`src/rtl/tile_host_driver.sv`:
```
// Host-side initiator for one accelerator tile. One input stream feeds the
// ifmap, bias and weight buffers in that order. After the tile has run, the
// ofmap buffer is read back through a 2-entry skid buffer onto the output stream.
module tile_host_driver #(
  parameter int WD = 8,
  parameter int NL = 8,
  parameter int AW = 10
) (
  input  logic               clk,
  input  logic               rst,
  input  logic               start,
  input  logic [AW:0]        ifmap_words,
  input  logic [AW:0]        wght_words,
  input  logic [AW:0]        ofmap_words,
  output logic               busy,
  output logic               done,
  input  logic               s_valid,
  output logic               s_ready,
  input  logic [NL*WD-1:0]   s_data,
  output logic               m_valid,
  input  logic               m_ready,
  output logic [NL*WD-1:0]   m_data,
  output logic               m_last,
  output logic               config_load,
  output logic               config_done,
  output logic               ifmap_ready,
  output logic               wght_ready,
  output logic               op_go,
  output logic               op_done,
  output logic               bias_write,
  output logic               ifmap_en,
  output logic               wght_en,
  output logic               ofmap_en,
  output logic [NL-1:0]      ifmap_wen,
  output logic [NL-1:0]      wght_wen,
  output logic [AW-1:0]      ifmap_addrin,
  output logic [AW-1:0]      wght_addrin,
  output logic [AW-1:0]      ofmap_addrin,
  output logic [NL*WD-1:0]   ifmap_din,
  output logic [NL*WD-1:0]   wght_din,
  input  logic               dataload_ready,
  input  logic               tile_done,
  input  logic [3:0]         FSM,
  input  logic [NL*WD-1:0]   ofmap_dout
);

  typedef enum logic [3:0] {
    S_IDLE, S_CFG_LD, S_CFG_DN, S_LD_IF, S_IF_RDY, S_BIAS_W, S_LD_WT,
    S_WT_RDY, S_WAIT_DL, S_GO, S_WAIT_T, S_RD_OF, S_FIN
  } state_t;

  localparam logic [AW:0] BIAS_BEATS = (AW+1)'(2);
  localparam logic [3:0]  ACC_LOAD   = 4'd2;

  state_t             state_q, state_d;
  logic [AW:0]        if_n_q, if_n_d, wt_n_q, wt_n_d, of_n_q, of_n_d;
  logic [AW:0]        cnt_q, cnt_d;   // beat index while loading, read-issue index in readback
  logic [AW:0]        out_q, out_d;   // words accepted on m
  logic               s_ready_q, s_ready_d;
  logic [1:0]         occ_q, occ_d;
  logic               infl_q, infl_d;
  logic [NL*WD-1:0]   buf0_q, buf0_d, buf1_q, buf1_d;

  logic               s_acc, pop, rd_issue;
  logic [1:0]         occ_after;

  assign s_acc     = s_valid & s_ready_q;
  assign m_valid   = (occ_q != 2'd0);
  assign pop       = m_valid & m_ready;
  assign occ_after = occ_q - {1'b0, pop};
  assign rd_issue  = (state_q == S_RD_OF) && ((occ_after + {1'b0, infl_q}) < 2'd2) &&
                     (cnt_q < of_n_q);

  // Next-state, counters, readback buffer and registered s_ready
  always_comb begin
    state_d = state_q;
    if_n_d  = if_n_q;
    wt_n_d  = wt_n_q;
    of_n_d  = of_n_q;
    cnt_d   = cnt_q;
    out_d   = out_q;
    occ_d   = occ_after + {1'b0, infl_q};
    infl_d  = rd_issue;
    buf0_d  = buf0_q;
    buf1_d  = buf1_q;
    if (pop) buf0_d = buf1_q;
    if (infl_q) begin
      if (occ_after == 2'd0) buf0_d = ofmap_dout;
      else                   buf1_d = ofmap_dout;
    end
    case (state_q)
      S_IDLE: if (start) begin
        if_n_d  = ifmap_words;
        wt_n_d  = wght_words;
        of_n_d  = ofmap_words;
        cnt_d   = '0;
        out_d   = '0;
        state_d = S_CFG_LD;
      end
      S_CFG_LD: state_d = S_CFG_DN;
      S_CFG_DN: state_d = S_LD_IF;
      S_LD_IF: begin
        if (s_acc) cnt_d = cnt_q + 1'b1;
        if (cnt_d == if_n_q) begin
          cnt_d   = '0;
          state_d = S_IF_RDY;
        end
      end
      S_IF_RDY: state_d = S_BIAS_W;
      S_BIAS_W: begin
        if (s_acc) cnt_d = cnt_q + 1'b1;
        if (cnt_d == BIAS_BEATS) begin
          cnt_d   = '0;
          state_d = S_LD_WT;
        end
      end
      S_LD_WT: begin
        if (s_acc) cnt_d = cnt_q + 1'b1;
        if (cnt_d == wt_n_q) begin
          cnt_d   = '0;
          state_d = S_WT_RDY;
        end
      end
      S_WT_RDY:  state_d = S_WAIT_DL;
      S_WAIT_DL: if (dataload_ready) state_d = S_GO;
      S_GO:      state_d = S_WAIT_T;
      S_WAIT_T:  if (tile_done) state_d = (of_n_q == '0) ? S_FIN : S_RD_OF;
      S_RD_OF: begin
        if (rd_issue) cnt_d = cnt_q + 1'b1;
        if (pop)      out_d = out_q + 1'b1;
        if (out_d == of_n_q) begin
          cnt_d   = '0;
          out_d   = '0;
          state_d = S_FIN;
        end
      end
      S_FIN:   state_d = S_IDLE;
      default: state_d = S_IDLE;
    endcase
    // s_ready is a flop, so it is decided from where the FSM will be next cycle
    case (state_d)
      S_LD_IF:  s_ready_d = (cnt_d < if_n_q);
      S_BIAS_W: s_ready_d = (FSM == ACC_LOAD) && (cnt_d < BIAS_BEATS);
      S_LD_WT:  s_ready_d = (cnt_d < wt_n_q);
      default:  s_ready_d = 1'b0;
    endcase
  end

  // State and datapath registers
  always_ff @(posedge clk or negedge rst) begin
    if (!rst) begin
      state_q   <= S_IDLE;
      if_n_q    <= '0;
      wt_n_q    <= '0;
      of_n_q    <= '0;
      cnt_q     <= '0;
      out_q     <= '0;
      s_ready_q <= 1'b0;
      occ_q     <= 2'd0;
      infl_q    <= 1'b0;
      buf0_q    <= '0;
      buf1_q    <= '0;
    end else begin
      state_q   <= state_d;
      if_n_q    <= if_n_d;
      wt_n_q    <= wt_n_d;
      of_n_q    <= of_n_d;
      cnt_q     <= cnt_d;
      out_q     <= out_d;
      s_ready_q <= s_ready_d;
      occ_q     <= occ_d;
      infl_q    <= infl_d;
      buf0_q    <= buf0_d;
      buf1_q    <= buf1_d;
    end
  end

  assign s_ready     = s_ready_q;
  assign busy        = (state_q != S_IDLE);
  assign done        = (state_q == S_FIN);
  assign op_done     = (state_q == S_FIN);
  assign config_load = (state_q == S_CFG_LD);
  assign config_done = (state_q == S_CFG_DN);
  assign ifmap_ready = (state_q == S_IF_RDY);
  assign wght_ready  = (state_q == S_WT_RDY);
  assign op_go       = (state_q == S_GO);
  assign bias_write  = (state_q == S_BIAS_W);

  assign ifmap_en     = (state_q == S_LD_IF) && s_acc;
  assign ifmap_wen    = {NL{ifmap_en}};
  assign ifmap_addrin = ifmap_en ? cnt_q[AW-1:0] : '0;
  assign ifmap_din    = ifmap_en ? s_data : '0;

  assign wght_en      = ((state_q == S_BIAS_W) || (state_q == S_LD_WT)) && s_acc;
  assign wght_wen     = {NL{wght_en}};
  assign wght_addrin  = wght_en ? cnt_q[AW-1:0] : '0;
  assign wght_din     = wght_en ? s_data : '0;

  assign ofmap_en     = rd_issue;
  assign ofmap_addrin = rd_issue ? cnt_q[AW-1:0] : '0;

  assign m_data = m_valid ? buf0_q : '0;
  assign m_last = m_valid && (out_q == (of_n_q - (AW+1)'(1)));

endmodule

```
`config.mk`:
```
export PLATFORM = sky130hd
export DESIGN_NAME = tile_host_driver
export DESIGN_NICKNAME = d
export VERILOG_FILES = /design/src/rtl/tile_host_driver.sv
export SDC_FILE = /design/constraint.sdc
export NUM_CORES = 1
export LEC_CHECK = 0
export BUFFER_PORTS_ARGS = -buffer_cell sky130_fd_sc_hd__buf_4
export CORE_AREA = 2 2 164 166
export DETAILED_ROUTE_END_ITERATION = 7
export DIE_AREA = 0 0 166 168
export PLACE_DENSITY_LB_ADDON = 0.3
export SKIP_CTS_REPAIR_TIMING = 1
export SYNTH_ARGS = -nofsm -noshare
export SYNTH_HDL_FRONTEND = slang
export SYNTH_SLANG_ARGS = --single-unit
```
`constraint.sdc`:
```
create_clock -name clk -period 6.1 [get_ports clk]
set_input_delay 0 -clock clk [delete_from_list [all_inputs] [get_ports clk]]
set_output_delay 0 -clock clk [all_outputs]
set_load 0.02 [all_outputs]
```
After elaboration in Yosys (flattened, before gate mapping)

Index checks and enable logic that the tools add are counted.

Register bits: 191
Word-level logic and storage cells: 97
Bits of input ports: 172
Output and inout bits: 253

Add/sub/neg operators: 5
Muxes and demuxes: 35
Bitwise operators: 3
Reduce and logical (&&, ||, !) cells: 16
Order comparisons: 5
Eq/ne operators: 22

Operators by type and width:

| kind                                                        | count |
|---|---|
| 2-to-1 mux 64 bit                                           | 6 |
| 2-to-1 mux 11 bit                                           | 14 |
| case mux 11 bit (5 select lines)                            | 1 |
| case mux 4 bit (12 select lines)                            | 1 |
| == test 11 bit                                              | 4 |
| less-than comparator 11 bit                                 | 3 |
| 2-to-1 mux 10 bit                                           | 3 |
| 2-to-1 mux 4 bit                                            | 7 |
| == test 4 x 3 -> 1 bit, second input constant               | 6 |
| adder 11 x 1 -> 11 bit, second input constant               | 2 |
| case mux 11 bit (2 select lines)                            | 1 |
| == test 4 bit, second input constant                        | 5 |
| == test 4 x 2 -> 1 bit, second input constant               | 4 |
| == test 11 x 2 -> 1 bit, second input constant              | 1 |
| logical NOT 11 bit                                          | 1 |
| less-than comparator 11 x 2 -> 1 bit, second input constant | 1 |
| subtractor 11 x 1 -> 11 bit, second input constant          | 1 |
| logical AND 1 bit                                           | 6 |
| AND reduction 2 bit                                         | 3 |
| == test 4 x 1 -> 1 bit, second input constant               | 1 |
| logical NOT 4 bit                                           | 1 |
| nonzero test 2 bit                                          | 2 |
| nonzero test 4 bit                                          | 1 |
| 2-to-1 mux 3 bit                                            | 1 |
| other kinds (9)                                             | 10 |

Logic depth before layout (Yosys ltp)

Depth after elaboration: 13
Gate-level depth with buffers: 24
Gate-level depth less buffers: 23

Worst setup path before layout

Ideal clock, no wire load.

Path kind: reg2reg
Start: register occ_q[0]
End: register s_ready_q, in the netlist s_ready
Cell stages (with the launch flop): 24
Setup time: 104 ps
Data required time: 5996 ps
Arrival: 4790 ps
Slack: 1206 ps
Path through: dfrtp_1 > o21ai_1 > inv_2 > clkbuf_1 > ha_1 > inv_1 > ha_1 > xnor2_1 > a2111oi_0 > nand2_1 > nor2_1 > a211oi_1 > o31ai_1 > ha_1 > a21o_1 > a21o_1 > a21o_1 > a21o_1 > a21oi_1 > nor2b_1 > o21ai_0 > nand3_1 > o32a_1 > o41ai_2

Cells in the longest elaborated chain, start to end: 13
Elaborated cells on any way between the ends: 23
Those cells by class: 2 x add/sub; 4 x order compare; 4 x eq/ne; 8 x mux; 1 x bitwise; 4 x reduce/logical

RTL lines:

| element                              | RTL line | text |
|---|---|---|
| from (decl)                          | 60       | `logic [1:0] occ_q, occ_d;` |
| from (signal assigned)               | 159      | `occ_q <= 2'd0;` |
| from (signal assigned)               | 171      | `occ_q <= occ_d;` |
| nonzero test 2 bit                   | 68       | `assign m_valid = (occ_q != 2'd0);` |
| AND 1 bit                            | 69       | `assign pop = m_valid & m_ready;` |
| subtractor 2 x 1 -> 2 bit (*)        | 70       | `assign occ_after = occ_q - {1'b0, pop};` |
| adder 2 x 1 -> 2 bit (*)             | -        |  |
| via occ_d[1]                         | 60       |  |
| less-than comparator 2 bit (*)       | 71       | `assign rd_issue = (state_q == S_RD_OF) && ((occ_after + {1'b0, infl_q}) < 2'd2) &&` |
| logical AND 1 bit (*) (2 in series)  | 71       |  |
| 2-to-1 mux 11 bit (*)                | 129      | `if (rd_issue) cnt_d = cnt_q + 1'b1;` |
| 2-to-1 mux 11 bit (*)                | 131      | `if (out_d == of_n_q) begin` |
| case mux 11 bit (5 select lines) (*) | 91       | `case (state_q)` |
| via cnt_d[4]                         | 57       | `logic [AW:0] cnt_q, cnt_d;` |
| less-than comparator 11 x 2 -> 1 bit | 143      | `S_BIAS_W: s_ready_d = (FSM == ACC_LOAD) && (cnt_d < BIAS_BEATS);` |
| logical AND 1 bit                    | 143      |  |
| case mux 1 bit (3 select lines) (*)  | 141      | `case (state_d)` |
| via s_ready_d                        | 59       | `logic s_ready_q, s_ready_d;` |
| to (signal assigned)                 | 170      | `s_ready_q <= s_ready_d;` |
| to (decl)                            | 59       |  |

The timed path passes the listed nets; every way through them passes the cells marked *. The select of a mux whose other input is x is not followed.
A chain may end at the register's enable or synchronous reset.

Worst setup path in the final report

Start: register cnt_q[1]
End: register s_ready_q, in the netlist s_ready

Cells in the longest elaborated chain, start to end: 9
Elaborated cells on any way between the ends: 29
Those cells by class: 1 x add/sub; 4 x order compare; 6 x eq/ne; 16 x mux; 2 x reduce/logical

RTL lines:

| element                                      | RTL line      | text |
|---|---|---|
| from (decl)                                  | 57            |  |
| from (signal assigned)                       | 168           | `cnt_q <= cnt_d;` |
| adder 11 x 1 -> 11 bit                       | -             |  |
| 2-to-1 mux 11 bit                            | 103, 111, 118 |  |
| 2-to-1 mux 11 bit                            | 91            |  |
| == test 11 bit, or another cell as far along | 119           | `if (cnt_d == wt_n_q) begin` |
| 2-to-1 mux 11 bit (on tied branches)         | 119, 104, 112 |  |
| case mux 11 bit (5 select lines) (*)         | 91            |  |
| via cnt_d[4]                                 | 57            |  |
| less-than comparator 11 x 2 -> 1 bit         | 143           |  |
| logical AND 1 bit                            | 143           |  |
| case mux 1 bit (3 select lines) (*)          | 141           |  |
| via s_ready_d                                | 59            |  |

Marks and branches as above.

==> run summary <==
The run finished with clean final reports. Across the run, the number of max-cap violations was 0. The tools report the maximum number of pins on one net before global-route repair as 119. The tools report the type of element launching the critical path as a flop. The count of mapped cells out of synthesis is 1446. Ranked by total cell area, the synthesized netlist is headed by dfrtp_1, mux2_2, and2_1, nand2_1, and3_1.

Counting every net in the synthesized netlist gives 1654. The class of the tightest hold or removal check is in -> reg. Counting along the longest clock path gives a buffer depth of 2.

The clock input transition at the sequential cells of the worst setup and hold paths is 0.09 ns, and the number of cell rows is 60. The floorplan step defined a die boundary enclosing 27900 µm². At the end of routability-driven placement, the weighted congestion stood at 0.979.

The largest stage delay on the critical path was 0.69 ns; the count of final setup violators was 0. The smallest clock period supported by the final layout is computed as 5.38 ns. Leading cell type in the layout, fill and taps excluded: buf_4. The worst setup path is of the reg -> reg kind. The number of different library cells used by synthesis comes to 86. The logs give 2 for the number of antenna violations at the first check in global routing and 6.44 ns for the required time at the endpoint of the critical path. Summed over all nets, the half-perimeter wirelength after detailed placement is 37800 µm. The total core area is 26400 µm².

For this configuration, the core starts out at a cell density of 48.0%. The number of antenna diodes in the final layout is 0. The proportion of register bits with asynchronous set or reset after synthesis works out to 100%. Power comes to 0.00291 W.

The hold violation count in the final report was 0. Using the TritonRoute via totals, the vias-per-cell ratio works out to 5.83. The max-slew violation count came out at 0. The pre-antenna-repair detailed-routing pass consisted of 5 iterations.

Of the cells placed in the final design, the portion with a size suffix greater than 1 is 32.5%. Relative to the synthesized area, the layout overhead comes to 38.9%. Counting flops and latches in the post-synthesis netlist gives 191. For this run, the post-layout net count is 2099. The number of synthesis warnings was 0; the count of buffers from port buffering was 424.

The ratio of total power to cell area works out to 166 nW/µm². From left edge to right edge, the die measures 166 µm. Across the routed clock network, the largest skew measured is 0.0203 ns. The detailed-route wire length was 51300 µm.

Slowest cell on the critical path: o31ai_1. Buffers inserted during clock tree synthesis total 17. In this run, the number of DRC markers left after iteration 0 of detailed routing was 1301.

The tools report the sequential element share of the synthesized area as 37.8%. The peak fanout along the critical path was 13. Pin placement for this block handled 425 I/O pins. TritonCTS built the clock tree.

The H-tree was split into 4 levels. The run gives 0.000217 V as the worst voltage drop across the vdd grid. The run gives 73100 µm as the global-route wire length before repair. In this design, the largest share of critical-path delay is due to compound AO/OA/AOI/OAI gates. In this run the mean area of a mapped cell was 8.75 µm². The synthesized netlist occupies a cell area of 12700 µm². In the final routed layout, each cell accounts on average for 22.8 µm. The source-to-sink clock delay at the later pin of the worst-skew pair was 0.44 ns; the via count of the first global-routing pass was 12.1k. The run gives 0 as the final antenna-violating net count. For the final global-route overflow total, the log shows 0. Endpoint kind of the worst setup timing path: a flop.

The relative slew slack is 26.4%, and the transition time of the tightest slew-check pin is 1.10 ns. The largest area contributor in the netlist is dfrtp_1. The number of clock sinks is 191. After detailed routing, the number of remaining DRC violations is 0. The maximum clock frequency is 0.186 GHz. Setup repair after global routing left no endpoint under its margin.

The number of enable-type register cells in the synthesized netlist came out at 0. The critical path contains buffers and inverters numbering 0 combined. The top cell type's share of synthesized area came out at 37.8%. Among the stages of the critical path, the cell type that occurs most often is a21o_1. Total via count after detailed routing: 13.1k. The final clock period utilization by the worst path is 88.2%, and the total routing usage reported by global routing is 34.2%. The aggregate negative setup slack was 0 ns; the die height was 168 µm.

The master cell of the clock root buffer was clkbuf_16. The main flop type after synthesis was dfrtp_1. Traced cell by cell, the critical path runs through ha_1 -> nand3_1 -> nor2_1 -> xnor3_1 -> nand4_1 -> nor4_2 -> o31ai_1 -> nor2_1 -> o31ai_1 -> ha_1 -> a21o_1 -> a21o_1 -> a21o_1 -> a21o_1 -> a21oi_1 -> nor2b_1 -> o21ai_0 -> nand3_1 -> o32a_1 -> o41ai_2. The run gives 8.84 nW as the leakage power figure. In the layout the commonest cells are buf_4, dfrtp_1, nand2_1, and2_1, nor2_1. Data on the critical path arrives at its endpoint at 5.72 ns.
## worst min-delay path, cell delays in order
cell and delay, ns:
buf_4 0.08, nor4b_1 0.04, nand2_1 0.06, nor4_1 0.05
nand3_1 0.06, or4_1 0.12, o41ai_2 0.07
## worst paths after layout
kind	endpoint	cells past startpoint	slack [ns]	startpoint
max in group asynchronous	buf1_q[36]$_DFFE_PN0P_	3	4.26	rst
min in group asynchronous	out_q[9]$_DFFE_PN0P_	2	0.28	rst
hold / removal	s_ready$_DFF_PN0_	7	0.07	FSM[0]
setup / recovery	s_ready$_DFF_PN0_	20	0.72	cnt_q[1]$_DFF_PN0_
setup reg to reg	s_ready$_DFF_PN0_	20	0.72	cnt_q[1]$_DFF_PN0_
hold reg to reg	buf1_q[6]$_DFFE_PN0P_	1	0.51	buf1_q[6]$_DFFE_PN0P_
## per-stage QoR
step | util (%) | setup slack, ns | instance area (µm²) | hold WS [ns] | instances
floorplan | - | 1.21 | 12700 | -0.296 | 1446
global placement | 60.7 | 0.908 | 16000 | 0.216 | 2115
detailed placement | 60.7 | 0.848 | 16000 | 0.211 | 2115
CTS | 63.0 | 0.828 | 16600 | -0.256 | 2147
global route | 66.7 | 0.413 | 17600 | 0.0789 | 2245
finish | 66.7 | 0.722 | 17600 | 0.0678 | 2245
## cells in the mapped netlist (4+ instances only)
library cell / n
o31ai_1: 8
a211o_1: 4
buf_4: 21
or3_1: 9
xor2_1: 17
mux2_2: 97
buf_2: 13
nor2_1: 114
or2_2: 7
nor2b_1: 6
nor3_1: 28
nand2_1: 171
xnor2_1: 38
nand2b_1: 6
and3_1: 90
a21oi_1: 23
ha_1: 36
o22ai_1: 4
nand3_1: 30
nor4_1: 8
clkbuf_1: 86
a32o_1: 6
a31oi_1: 76
o21ai_0: 38
nand4_1: 22
a21o_1: 12
buf_1: 6
inv_1: 38
and2_1: 144
dfrtp_1: 191
a211oi_1: 7
o211ai_1: 7
## sequential cells by signal, summed over array words and instances, names as in the netlist
signal / cells
buf0_q: 64
buf1_q: 64
cnt_q: 11
if_n_q: 11
infl_q: 1
occ_q: 2
of_n_q: 11
out_q: 11
s_ready: 1
state_q: 4
wt_n_q: 11
## where the power goes
part	leakage, nW	total [W]	switching [W]	internal (W)
Clock	0.297	0.00118	0.000615	0.000569
Sequential	2.64	0.00129	0.0000156	0.00127
Combinational	5.91	0.000439	0.000288	0.000152
## cells by family after synthesis
group	count (synthesis)	share of synthesized area, %
and+or+nand+nor	660	27.1
AOI/OAI and AO/OA	237	13.0
DFF	191	37.8
buffers and inverters	166	5.73
muxes	100	8.87
xor gates and xnor gates	56	3.98
adders and majority gates	36	3.56
## per-layer routing
metal	share of wire (%)	track usage [%]
met3	8.3	8.93
met2	48	55.2
met5	0.053	0
met1	40	43.9
met4	3.9	14.4
## layout make-up
| type | instances | area [µm²] |
|---|---|---|
| tap | 341 | 427 |
| timing repair buffer | 553 | 4400 |
| clock inverter | 15 | 190 |
| inverter | 39 | 146 |
| fill | 2120 | 8760 |
| clock buffer | 17 | 425 |
| sequential | 191 | 4780 |
| multi-input combinational | 1089 | 7210 |
Note: power is estimated with default switching activity, not from simulation.
